===== src/rtl/cnt_seq_checker_sat_counter.sv =====
// Saturating event counter: counts inc pulses and sticks at all-ones.
module sat_counter #(
    parameter int ERR_W = 8
) (
    input  logic             clk,
    input  logic             rst,
    input  logic             inc,
    output logic [ERR_W-1:0] count
);

    logic [ERR_W-1:0] count_q;
    logic [ERR_W-1:0] count_d;

    // Next count: add one on inc unless already saturated.
    always_comb begin
        count_d = count_q;
        if (inc && !(&count_q)) begin
            count_d = count_q + ERR_W'(1);
        end
    end

    // Count register, cleared by synchronous reset.
    always_ff @(posedge clk) begin
        if (rst) begin
            count_q <= '0;
        end else begin
            count_q <= count_d;
        end
    end

    assign count = count_q;

endmodule


===== config.mk =====
export PLATFORM = sky130hd
export DESIGN_NAME = sat_counter
export DESIGN_NICKNAME = d
export VERILOG_FILES = /design/src/rtl/cnt_seq_checker_sat_counter.sv
export SDC_FILE = /design/constraint.sdc
export NUM_CORES = 1
export LEC_CHECK = 0
export CAP_MARGIN = 15
export CORE_AREA = 2 2 39 41
export CTS_CLUSTER_SIZE = 12
export DETAILED_ROUTE_END_ITERATION = 10
export DIE_AREA = 0 0 41 43
export DONT_BUFFER_PORTS = 1
export HOLD_SLACK_MARGIN = 0.03
export MAX_ROUTING_LAYER = met4
export SETUP_SLACK_MARGIN = 0.2
export SLEW_MARGIN = 0
export SYNTH_ARGS = -nofsm -noshare
export SYNTH_HDL_FRONTEND = slang
export SYNTH_SLANG_ARGS = --single-unit

===== constraint.sdc =====
create_clock -name clk -period 3.02 [get_ports clk]
set_clock_uncertainty 0.05 [all_clocks]
set_input_delay 0.302 -clock clk [delete_from_list [all_inputs] [get_ports clk]]
set_output_delay 0.302 -clock clk [all_outputs]
set_load 0.005 [all_outputs]

After elaboration in Yosys (flattened, before gate mapping)
Cells that the tools add are included.
{"block": "totals", "out_inout_bits": 8, "ff_bits": 8}
{"block": "op_classes", "n_reduce_logical": 3, "n_addsub": 1}
{"cell": "8-bit by 1-bit adder with 8-bit output, second input constant", "n": 1}
{"cell": "8-bit AND reduction", "n": 1}
{"cell": "1-bit logical AND", "n": 1}
{"cell": "1-bit zero test", "n": 1}

Logic depth before layout (Yosys ltp)
{"block": "logic_depth", "depth_word": 3, "ltp_mapped": 5, "depth_no_buf": 4}

Worst setup path before layout
Ideal clock, no wire load.
{"block": "synth_timing", "path_kind": "register to register", "start": "reg count_q[0], in the netlist count[0]", "end": "reg count_q[5], in the netlist count[5]", "setup_slack_ns": 1.478, "arrival_time_ns": 1.370, "path_stages_with_launch": 6, "setup_ns": 0.121, "path_cell_list": "dfxtp_1 ha_1 and3_1 buf_6 a211oi_2 mux2_4"}
{"block": "synth_via", "elab_chain_cells": 3}
{"item": "start: declaration", "line_no": "11", "source": "logic [ERR_W-1:0] count_q;"}
{"item": "start signal: assignment", "line_no": "27", "source": "count_q <= count_d;"}
{"item": "parallel branches: the longest is 3 deep, another holds 8-bit by 1-bit adder with 8-bit output"}
Several ways; the timed one is not identified.
A chain may end at the register's enable or synchronous reset.

Worst setup path in the final report
{"block": "layout_timing", "start": "reg count_q[0], in the netlist count[0]", "end": "reg count_q[0], in the netlist count[0]"}
The elaborated chain is that of the path after synthesis.

==> out/metrics.cfg <==
[clock_network]
cts_resized = 0
cts_buffers = 3
clockBufferDepth = 2
hold_buffers = 0
clock-sinks = 8
clock_latency_ns = 0.25
cts_max_level = 1
cts_tree = yes
cts_root_buf = clkbuf_4
path_clk_slew_ns = 0.05
postCtsSetupBuffers = 0

[floorplan]
rows = 14
core_area_sq_mm = 0.001384
fp.dieArea_sq_mm = 0.001763
initial_core_util_pct = 32.28
die_w_um = 41
ios = 11
dieHeight_um = 43

[setup_path]
worstPathArrival_ns = 1.75
critPathLaunchType = flop
critPathRequiredTime_ns = 3.11
critPathKind = reg -> reg
crit_path_end_kind = flop
cp_max_fo = 9

[routing]
antenna_left = 0
drt_iter0_drc = 12
post_drt_wl_per_cell_um = 14.77
viasPerCell = 5.800
drcViolationCount = 0
vias = 348
drt_pre_antenna_iters = 4
wirelength_um = 886

[placed_design]
pre_cts_slack_ns = 1.385
portBuffers = 0
place_congestion = 0.7188
dp_hpwl_um = 624
placed_area_sq_um = 444.2

[synthesis]
synthAdderAreaFrac_pct = 2.801
synth_edf_count = 0
synthTopCellsByArea = dfxtp_1, mux2_4, a211oi_1, nor2b_1, a21oi_1
synth.top_cells.by_count = dfxtp_1, a211oi_1, a21oi_1, nor2b_1
synth_simple_gate_area_share_pct = 23.25
synth_nets = 48
synth_top_area_cell = dfxtp_1
synth_xor_area_share_pct = 0
synth_area_per_cell_sq_um = 10.15
async_flop_share_pct = 0
yosysSeqAreaShare_pct = 35.85
synthMuxAreaShare_pct = 8.964
synthCells = 44
synth_ff_type = dfxtp_1
yosys_warnings = 0
synth_compound_area_share_pct = 23.25
synth.distinct_cells = 27
synthesis.area_sq_um = 446.7
synth.most_common_cell = dfxtp_1
ys_ff_latch = 8
synth_top_area_share_pct = 35.85
synth_top_family_by_area = simple AND/OR/NAND/NOR gates

[global_route]
grt.total_usage_pct = 13.21
grt_pass1_wl_mm = 1.462
globalRoute.totalOverflow = 0
first_global_vias = 324
grt_max_degree = 12
antenna_found_initial = 0

[timing]
fmax_mhz = 603.1
min_period_ns = 1.658
setup_violations = 0
fin_crit_sh_pct = 54.90
setup_ws_ns = 1.362
tns_ns = 0
rsz0062_at_grt = false
hold_viol = 0
finalMaxSlewViolations = 0
tightest_slew_ns = 0.3644
relSlewSlack_pct = 75.71

[cells_and_area]
area_growth_pct = 4.482
antenna_cells = 0
largest_reg_flops = 8
fill_cells = 146
nets = 50
final_cell_area_sq_um = 466.7
drive_gt1_share_pct = 22.73

[power]
p_leak_nw = 0.1641
vdd_drop_max_v = 0.0001780
powerDensity_mw_per_mm2 = 436.8

[job]
cap_violations = 0

[run_status]
status = complete, no violations

[hold_path]
hold_class = in -> reg

## layer usage
layer  track usage [%]  routed length [um]  vias to the layer above
met5                 -                   0                        -
met4             8.000                   0                        0
met3             10.47                  70                        0
met2             16.56                 433                       10
met1             13.96                 382                      165
li1                  -                   -                      173
## logic make-up after synthesis
| family | Yosys count |
|---|---|
| muxes | 3 |
| buffers and inverters | 4 |
| AOI/OAI and AO/OA | 12 |
| adders and majority gates | 1 |
| and+or+nand+nor | 16 |
| DFF | 8 |
## final cells by class
type | instances | area (sq um) | area share (%)
clock buffers | 3 | 22.52 | 4.826
inverters | 1 | 3.754 | 0.8043
multi-input cells | 32 | 260.3 | 55.76
well taps | 16 | 20.02 | 4.290
flip-flops and latches | 8 | 160.2 | 34.32
## through the flow
step / total power, mW / util, % / cells / hold WS [ns]
CTS: 0.2074 / 33.73 / 60 / 0.05470
detailed placement: 0.1244 / 32.10 / 57 / 0.3224
floorplan: 0.1259 / - / 44 / 0.4359
global placement: 0.1236 / 32.10 / 57 / 0.3212
finish: 0.2038 / 33.73 / 60 / 0.05907
global route: 0.2133 / 33.73 / 60 / 0.04706
## cells in the final DEF (no fill, tap or decap)
cell,Yosys,layout
nand2_1,1,1
inv_1,1,1
mux2i_1,1,1
a211oi_2,1,1
a211oi_1,3,3
dfxtp_1,8,8
nand4_2,1,1
ha_1,1,1
and3_1,1,1
a21boi_2,1,1
o21ba_1,1,1
and4b_1,1,1
mux2_4,2,2
nor2b_1,3,3
and4_4,1,1
a21oi_1,3,3
nor3_1,2,2
clkbuf_4,0,3
a311oi_2,1,1
nand4_1,1,1
nand2b_1,2,2
a41oi_1,1,1
a311oi_1,1,1
nor2_1,2,2
nand3_1,1,1
## worst max-delay path: stages, from the launching register on
cell	delay, ns
dfxtp_1	0.43
ha_1	0.23
and3_1	0.39
a21boi_2	0.14
mux2_4	0.31
## path summary, 6_finish.rpt
path	start	end	slack [ns]	depth (start not counted)
max	count[0]	count[0]	1.36	4
min	rst	count[6]	0.06	1
max reg2reg	count[0]	count[0]	1.36	4
min reg2reg	count[7]	count[7]	0.49	1
## power by group
| part | total, mW | internal (mW) | switching [mW] |
|---|---|---|---|
| sequential | 0.113 | 0.108 | 0.00416 |
| combinational | 0.00935 | 0.00602 | 0.00333 |
| clock | 0.0820 | 0.0455 | 0.0365 |
| total | 0.204 | 0.160 | 0.0440 |
No activity file was read; power rests on OpenSTA's default activity.
